===== config.mk =====
export PLATFORM = sky130hd
export DESIGN_NAME = uart_rx_os16
export DESIGN_NICKNAME = d
export VERILOG_FILES = /design/src/rtl/uart_pkg.sv /design/src/rtl/uart_baud_gen.sv /design/src/rtl/uart_rx_os16.sv
export SDC_FILE = /design/constraint.sdc
export NUM_CORES = 1
export LEC_CHECK = 0
export ABC_AREA = 1
export CAP_MARGIN = 10
export CORE_ASPECT_RATIO = 1.5
export CORE_MARGIN = 3
export CORE_UTILIZATION = 33
export CTS_BUF_LIST = sky130_fd_sc_hd__clkbuf_8
export DETAILED_ROUTE_END_ITERATION = 12
export HOLD_SLACK_MARGIN = 0.12
export PLACE_DENSITY = 0.5
export SETUP_SLACK_MARGIN = 0.02
export SLEW_MARGIN = 20
export SYNTH_ARGS = -nofsm -noshare
export SYNTH_HDL_FRONTEND = slang
export SYNTH_SLANG_ARGS = --single-unit

===== constraint.sdc =====
create_clock -name clk -period 4 [get_ports clk]
set_input_delay 1 -clock clk [delete_from_list [all_inputs] [get_ports clk]]
set_output_delay 1 -clock clk [all_outputs]
set_load 0.1 [all_outputs]

===== src/rtl/uart_pkg.sv =====
// Shared UART definitions: FSM states, baud divider math and parity helper.
// Used by both the receive and transmit ends of the link.
package uart_pkg;

    typedef enum logic [2:0] {
        IDLE,
        START,
        DATA,
        PARITY,
        STOP,
        WAIT_IDLE
    } uart_state_t;

    function automatic int calc_div(input int clk_freq, input int baud, input int os);
        int d;
        d = clk_freq / (baud * os);
        return (d < 1) ? 1 : d;
    endfunction

    function automatic logic parity_of(input logic [7:0] d, input logic odd);
        return (^d) ^ odd;
    endfunction

endpackage


===== src/rtl/uart_baud_gen.sv =====
// Free-running tick divider with a synchronous restart for phase alignment.
// Emits a one-cycle tick every DIV clocks.
module uart_baud_gen #(
    parameter int DIV = 4
) (
    input  logic clk,
    input  logic rst,
    input  logic restart,
    output logic tick
);

    localparam int CW = (DIV > 1) ? $clog2(DIV) : 1;
    localparam logic [CW-1:0] LAST = CW'(DIV - 1);

    logic [CW-1:0] cnt;

    always_ff @(posedge clk or negedge rst) begin
        if (!rst) begin
            cnt <= '0;
        end else if (restart || cnt == LAST) begin
            cnt <= '0;
        end else begin
            cnt <= cnt + CW'(1);
        end
    end

    assign tick = (cnt == LAST) && !restart;

endmodule


===== src/rtl/uart_rx_os16.sv =====
// Oversampling UART receiver: mid-bit majority vote, parity/stop checks,
// break detection and a held valid/ready byte output.
module uart_rx_os16
    import uart_pkg::*;
#(
    parameter int CLK_FREQ   = 100000000,
    parameter int BAUD       = 115200,
    parameter int OVERSAMPLE = 16,
    parameter int DATA_BITS  = 8,
    parameter int PARITY_EN  = 0,
    parameter int PARITY_ODD = 0
) (
    input  logic                 clk,
    input  logic                 rst,
    input  logic                 rx,
    output logic [DATA_BITS-1:0] rx_data,
    output logic                 rx_valid,
    input  logic                 rx_ready,
    output logic                 rx_ferr,
    output logic                 rx_perr,
    output logic                 overrun,
    output logic                 break_det,
    output logic                 busy
);

    localparam int DIV = calc_div(CLK_FREQ, BAUD, OVERSAMPLE);
    localparam int TW  = $clog2(OVERSAMPLE);
    localparam int BW  = $clog2(DATA_BITS);
    localparam logic [TW-1:0] T_S0  = TW'(OVERSAMPLE / 2 - 1);
    localparam logic [TW-1:0] T_S1  = TW'(OVERSAMPLE / 2);
    localparam logic [TW-1:0] T_DEC = TW'(OVERSAMPLE / 2 + 1);
    localparam logic [TW-1:0] T_END = TW'(OVERSAMPLE - 1);
    localparam logic [BW-1:0] B_END = BW'(DATA_BITS - 1);
    localparam logic          ODD   = (PARITY_ODD != 0);

    uart_state_t state, next;

    logic                 rx_m, rx_s, rx_p;
    logic                 tick, restart, fall;
    logic [TW-1:0]        tcnt;
    logic                 s0, s1, vote, dec, bend;
    logic [DATA_BITS-1:0] shreg;
    logic [BW-1:0]        bidx;
    logic                 pbit, perr_q;
    logic                 done, brk;

    assign fall    = rx_p & ~rx_s;
    assign restart = (state == IDLE) && fall;
    assign dec     = tick && (tcnt == T_DEC);
    assign bend    = tick && (tcnt == T_END);
    assign vote    = (s0 & s1) | (s0 & rx_s) | (s1 & rx_s);
    assign done    = (state == STOP) && dec;
    assign brk     = !vote && (shreg == '0) && !pbit;
    assign busy    = (state != IDLE);

    uart_baud_gen #(.DIV(DIV)) u_baud (
        .clk     (clk),
        .rst     (rst),
        .restart (restart),
        .tick    (tick)
    );

    always_ff @(posedge clk or negedge rst) begin
        if (!rst) begin
            state <= IDLE;
        end else begin
            state <= next;
        end
    end

    always_comb begin
        next = state;
        unique case (state)
            IDLE:      if (fall) next = START;
            START: begin
                if (dec && vote) next = IDLE;
                else if (bend)   next = DATA;
            end
            DATA: begin
                if (bend && bidx == B_END)
                    next = (PARITY_EN != 0) ? PARITY : STOP;
            end
            PARITY:    if (bend) next = STOP;
            STOP:      if (dec) next = vote ? IDLE : WAIT_IDLE;
            WAIT_IDLE: if (rx_s) next = IDLE;
            default:   next = IDLE;
        endcase
    end

    always_ff @(posedge clk or negedge rst) begin
        if (!rst) begin
            rx_m      <= 1'b1;
            rx_s      <= 1'b1;
            rx_p      <= 1'b1;
            tcnt      <= '0;
            s0        <= 1'b1;
            s1        <= 1'b1;
            shreg     <= '0;
            bidx      <= '0;
            pbit      <= 1'b0;
            perr_q    <= 1'b0;
            rx_data   <= '0;
            rx_valid  <= 1'b0;
            rx_ferr   <= 1'b0;
            rx_perr   <= 1'b0;
            overrun   <= 1'b0;
            break_det <= 1'b0;
        end else begin
            rx_m      <= rx;
            rx_s      <= rx_m;
            rx_p      <= rx_s;
            overrun   <= 1'b0;
            break_det <= 1'b0;

            if (state == IDLE)
                tcnt <= '0;
            else if (tick)
                tcnt <= (tcnt == T_END) ? '0 : tcnt + TW'(1);

            if (tick && tcnt == T_S0) s0 <= rx_s;
            if (tick && tcnt == T_S1) s1 <= rx_s;

            if (state == START) begin
                bidx   <= '0;
                pbit   <= 1'b0;
                perr_q <= 1'b0;
            end
            if (state == DATA && dec)
                shreg <= {vote, shreg[DATA_BITS-1:1]};
            if (state == DATA && bend)
                bidx <= bidx + BW'(1);
            if (state == PARITY && dec) begin
                pbit   <= vote;
                perr_q <= parity_of(8'(shreg), ODD) ^ vote;
            end

            if (rx_valid && rx_ready)
                rx_valid <= 1'b0;

            // A completion alongside an acceptance replaces the byte in place.
            if (done) begin
                if (brk) begin
                    break_det <= 1'b1;
                end else if (!rx_valid || rx_ready) begin
                    rx_data  <= shreg;
                    rx_ferr  <= !vote;
                    rx_perr  <= perr_q;
                    rx_valid <= 1'b1;
                end else begin
                    overrun <= 1'b1;
                end
            end
        end
    end

endmodule


After elaboration in Yosys (flattened, before gate mapping)
Cells that the tools add are included.
{"block": "word_totals", "output_inout_bits": 14, "input_bits": 4, "register_bits": 44, "elab_cells": 104}
{"block": "op_classes", "n_mux": 27, "eq_ne": 17, "reduce_logical": 30, "add_sub_neg": 3, "n_bitwise": 9}
{"cell": "2-to-1 mux 3 bit", "count": 10}
{"cell": "case mux 3 bit (6 select lines)", "count": 1}
{"cell": "logical AND 1 bit", "count": 15}
{"cell": "equality test 4 bit (second input constant)", "count": 3}
{"cell": "2-to-1 mux 1 bit", "count": 12}
{"cell": "2-to-1 mux 4 bit", "count": 3}
{"cell": "inequality test 2 bit (second input constant)", "count": 5}
{"cell": "equality test 3 bit (second input constant)", "count": 3}
{"cell": "logical NOT 8 bit", "count": 1}
{"cell": "parity 8 bit", "count": 1}
{"cell": "adder 6 x 1 -> 6 bit (second input constant)", "count": 1}
{"cell": "equality test 3 x 2 -> 1 bit (second input constant)", "count": 2}
{"cell": "equality test 6 bit (second input constant)", "count": 1}
{"cell": "2-to-1 mux 6 bit", "count": 1}
{"cell": "AND reduction 6 bit", "count": 1}
{"cell": "nonzero test 2 bit", "count": 3}
{"cell": "adder 4 x 1 -> 4 bit (second input constant)", "count": 1}
{"cell": "bitwise AND 1 bit", "count": 4}
{"cell": "equality test 4 x 3 -> 1 bit (second input constant)", "count": 1}
{"cell": "logical NOT 1 bit", "count": 4}
{"cell": "adder 3 x 1 -> 3 bit (second input constant)", "count": 1}
{"cell": "equality test 3 x 1 -> 1 bit (second input constant)", "count": 1}
{"cell": "logical NOT 3 bit", "count": 1}
{"cell": "inequality test 3 bit (second input constant)", "count": 1}
{"cell": "other kinds (6)", "count": 9}

Logic depth before layout (Yosys ltp)
{"block": "logic_depth", "ltp_word": 9, "ltp_mapped": 11, "mapped_depth_nobuf": 11}

Modules after synthesis
A second synthesis with hierarchy kept.
{"block": "hier_totals", "hier_cells": 242, "hier_area_um2": 2193.4}
{"mod": "uart_rx_os16", "seq_area_each_um2": 957.2, "instances": 1, "cells_per_inst": 208, "area_each_um2": 1878.1}
{"mod": "uart_baud_gen", "seq_area_each_um2": 150.1, "instances": 1, "cells_per_inst": 34, "area_each_um2": 315.3}

Least setup slack after synthesis
OpenSTA, ideal clock, no wires.
{"block": "synth_path", "path_type": "flip-flop to output port", "startpoint": "register state[2]", "endpoint": "output busy", "path_slack_ns": 1.759, "stages_incl_launch_ff": 3, "arrival_time_ns": 1.241, "path_buffers": 0, "required_time_ns": 3.000, "path_cell_list": "dfrtp_1 -> inv_1 -> nand2_1"}
{"block": "synth_via", "elab_chain_len": 1}
{"item": "from (decl)", "line_no": "uart_rx_os16.sv:36", "rtl": "uart_state_t state, next;"}
{"item": "from (signal assigned)", "line_no": "uart_rx_os16.sv:67", "rtl": "state <= next;"}
{"item": "nonzero test 3 bit", "line_no": "uart_rx_os16.sv:54", "rtl": "assign busy = (state != IDLE);"}
{"item": "to (decl)", "line_no": "uart_rx_os16.sv:23", "rtl": "output logic busy"}
Every way passes these cells.

Final worst setup path
{"block": "layout_path", "startpoint": "register rx_data[7]", "endpoint": "output rx_data[7]"}
{"item": "from (decl)", "line_no": "uart_rx_os16.sv:16", "rtl": "output logic [DATA_BITS-1:0] rx_data,"}
{"item": "from (signal assigned)", "line_no": "uart_rx_os16.sv:145", "rtl": "rx_data <= shreg;"}
No word-level cell between the ends.

==> flow_summary.json <==
{
  "status": "complete, no violations",
  "gr-usage-all-layers_pct": 11.7,
  "tritoncts": "done",
  "multi_input_area_mm2": 0.00101,
  "cts_buffer_depth": 2,
  "cts_hold_buf": 0,
  "syn_inst": 250,
  "synth_top_area_share_pct": 42.6,
  "reg2reg_setup_slack_ns": 2.15,
  "drtIter0Drc": 64,
  "met3_usage_pct": 2.79,
  "syn_nets": 265,
  "leakage_nw": 1.25,
  "ys.flop_type": "dfrtp_1",
  "drv_slew": 0,
  "nets": 286,
  "gp_congestion": 0.758,
  "path_cells": "clkdlybuf4s50_1",
  "async_reset_ff_share_pct": 100,
  "antenna_found_initial": 0,
  "grt_overflow": 0,
  "place_area_mm2": 0.00252,
  "worstHoldPathCells": 0,
  "top_usage_layer": "met2",
  "ys_ff_latch": 44,
  "drc": 0,
  "synth.cell_area_mm2": 0.00229,
  "r2r_cells": 7,
  "fmax_mhz": 357,
  "tightest_slew_ns": 0.965,
  "mostFrequentLayoutCells": "55 x nand2_1, 39 x dfrtp_1, 34 x inv_1",
  "fin_skew_ns": 0.00199,
  "cp_data_required_time_ns": 3.00,
  "drv_cap": 0,
  "ioPinCount": 18,
  "drt-pass1-iter-count": 4,
  "worst_hold_path_type": "reg2reg",
  "grt_pass1_wl_mm": 7.30,
  "post_drt_wl_per_cell_um": 11.6,
  "crit_buf_inv": 1,
  "seqCellArea_mm2": 0.00111,
  "routed_wl_mm": 4.05,
  "tns_ns": 0,
  "crit_arrival_ns": 1.80,
  "cts_resized": 0,
  "stdcell_area_mm2": 0.00263,
  "crit_fanout": 2,
  "setup_viol": 0,
  "r2r_start": "rx_s",
  "yosys-top-cells-area": "dfrtp_1 43%, nand2_1 9.0%, ha_1 6.0%, dfstp_2 5.7%, inv_1 5.4%",
  "avgSynthCellArea_um2": 9.17,
  "max_slew_margin_pct": 35.5,
  "drive_gt1_share_pct": 19.9,
  "fin_crit_ns": 2.80,
  "antenna_left": 0,
  "drt-vias-per-instance": 4.62,
  "post-route-period-util_pct": 70.1,
  "vias": 1609,
  "die_x_um": 74.1,
  "path_class": "reg2out",
  "finalHoldViolations": 0,
  "synth_edf_count": 0,
  "core_area_mm2": 0.00662,
  "slowest_delay_ns": 1.14,
  "endpoint_kind": "primary output",
  "area.growth.synth_to_final_pct": 14.7,
  "fp-row-count": 36,
  "start_util_pct": 34.6,
  "hold_path_end": "rx_s",
  "yosysTopAreaCell": "dfrtp_1",
  "cpMaxStageDelayCell": "clkdlybuf4s50_1",
  "power_per_cell_area_mw_per_mm2": 405,
  "cp-start-kind": "flip-flop",
  "place_hpwl_mm": 3.05,
  "min-delay-start": "rx_m",
  "portBuffers": 17,
  "clkLatencyLatePin_ns": 0.29,
  "met2_usage_pct": 21.1,
  "path_delay_family": "buffers and inverters",
  "mostFrequentLayoutCell": "nand2_1",
  "path_clk_slew_ns": 0.08,
  "ir_worst_vdd_mv": 0.273,
  "diodes": 0,
  "ys_seq_area_share_pct": 48.3,
  "die-area_mm2": 0.00800,
  "grt_pass1_vias": 1655,
  "rr_endpoint": "rx_data[1]",
  "cts_buffers": 5,
  "cts_max_level": 2,
  "synth_cell_types": 30,
  "post-cts-setup-buffers": 0,
  "grt_max_degree": 45,
  "n_fill_cell": 681,
  "clockRootBuffer": "clkbuf_8",
  "die_h_um": 108,
  "synth_warnings": 0,
  "cts_sinks": 44,
  "rsz0062_at_grt": "false",
  "gr-usage-met1_pct": 13.0
}
-- state kept, by name, indices dropped and copies added, names as in the netlist, 3 cells and up --
register	count
u_baud.cnt	6
shreg	8
bidx	3
state	3
rx_data	8
tcnt	4
-- kinds of logic after synthesis --
group | Yosys count | share of synthesized area (%)
compound gates | 32 | 9.01
xor+xnor | 4 | 1.53
fa+ha+maj | 11 | 6.00
buf+inv | 42 | 7.70
flops | 44 | 48.3
simple gates | 117 | 27.5
-- Yosys cell counts, types with 5 or more instances --
cell type,n
nand3_1,14
dfrtp_1,39
nand2_1,55
o21ai_2,10
inv_2,6
nand2_2,10
inv_1,33
ha_1,11
o21ai_0,14
dfstp_2,5
nor2_1,16
-- where the power goes --
group	internal (W)	total [W]	switching (W)
logic	0.0000716	0.000232	0.000161
clock network	0.000183	0.000330	0.000148
registers	0.000476	0.000503	0.0000268
total	0.000731	0.00107	0.000335
-- per-stage QoR --
step | power, W | util (%) | hold WS (ns) | instances | setup WS (ns)
6_report | 0.00107 | 39.7 | 0.359 | 348 | 1.20
5_1_grt | 0.00114 | 39.7 | 0.369 | 348 | 1.14
4_1_cts | 0.00109 | 39.7 | 0.359 | 348 | 1.18
3_5_place_dp | 0.000749 | 38.1 | 0.347 | 340 | 1.52
3_3_place_gp | 0.000748 | 38.1 | 0.347 | 340 | 1.53
2_1_floorplan | 0.000694 | - | 0.345 | 250 | 1.76
-- worst max-delay path by stage --
| stage | startpoint | to | slack [ns] | depth (start not counted) |
|---|---|---|---|---|
| 3_5_place_dp | rx_data[1] | rx_data[1] | 1.52 | 1 |
| 6_report | rx_data[7] | rx_data[7] | 1.20 | 1 |
| 3_3_place_gp | rx_data[7] | rx_data[7] | 1.53 | 1 |
| 4_1_cts | rx_data[7] | rx_data[7] | 1.18 | 1 |
| 2_1_floorplan | state[2] | busy | 1.76 | 2 |
| 5_1_grt | rx_data[7] | rx_data[7] | 1.14 | 1 |
-- area by class of cell --
cell class / count / area share (%)
multi-input cells: 164 / 38.3
clock inverters: 3 / 1.47
inverters: 39 / 5.57
well taps: 76 / 3.62
repair buffers: 17 / 6.28
flip-flops and latches: 44 / 42.1
clock buffers: 5 / 2.62
-- routing by layer --
metal	share of wire, %	vias up
met2	54	17
li1	-	834
met1	42	753
met5	0	-
met3	2.8	5
met4	1.8	0
No activity file was read; power rests on OpenSTA's default activity.
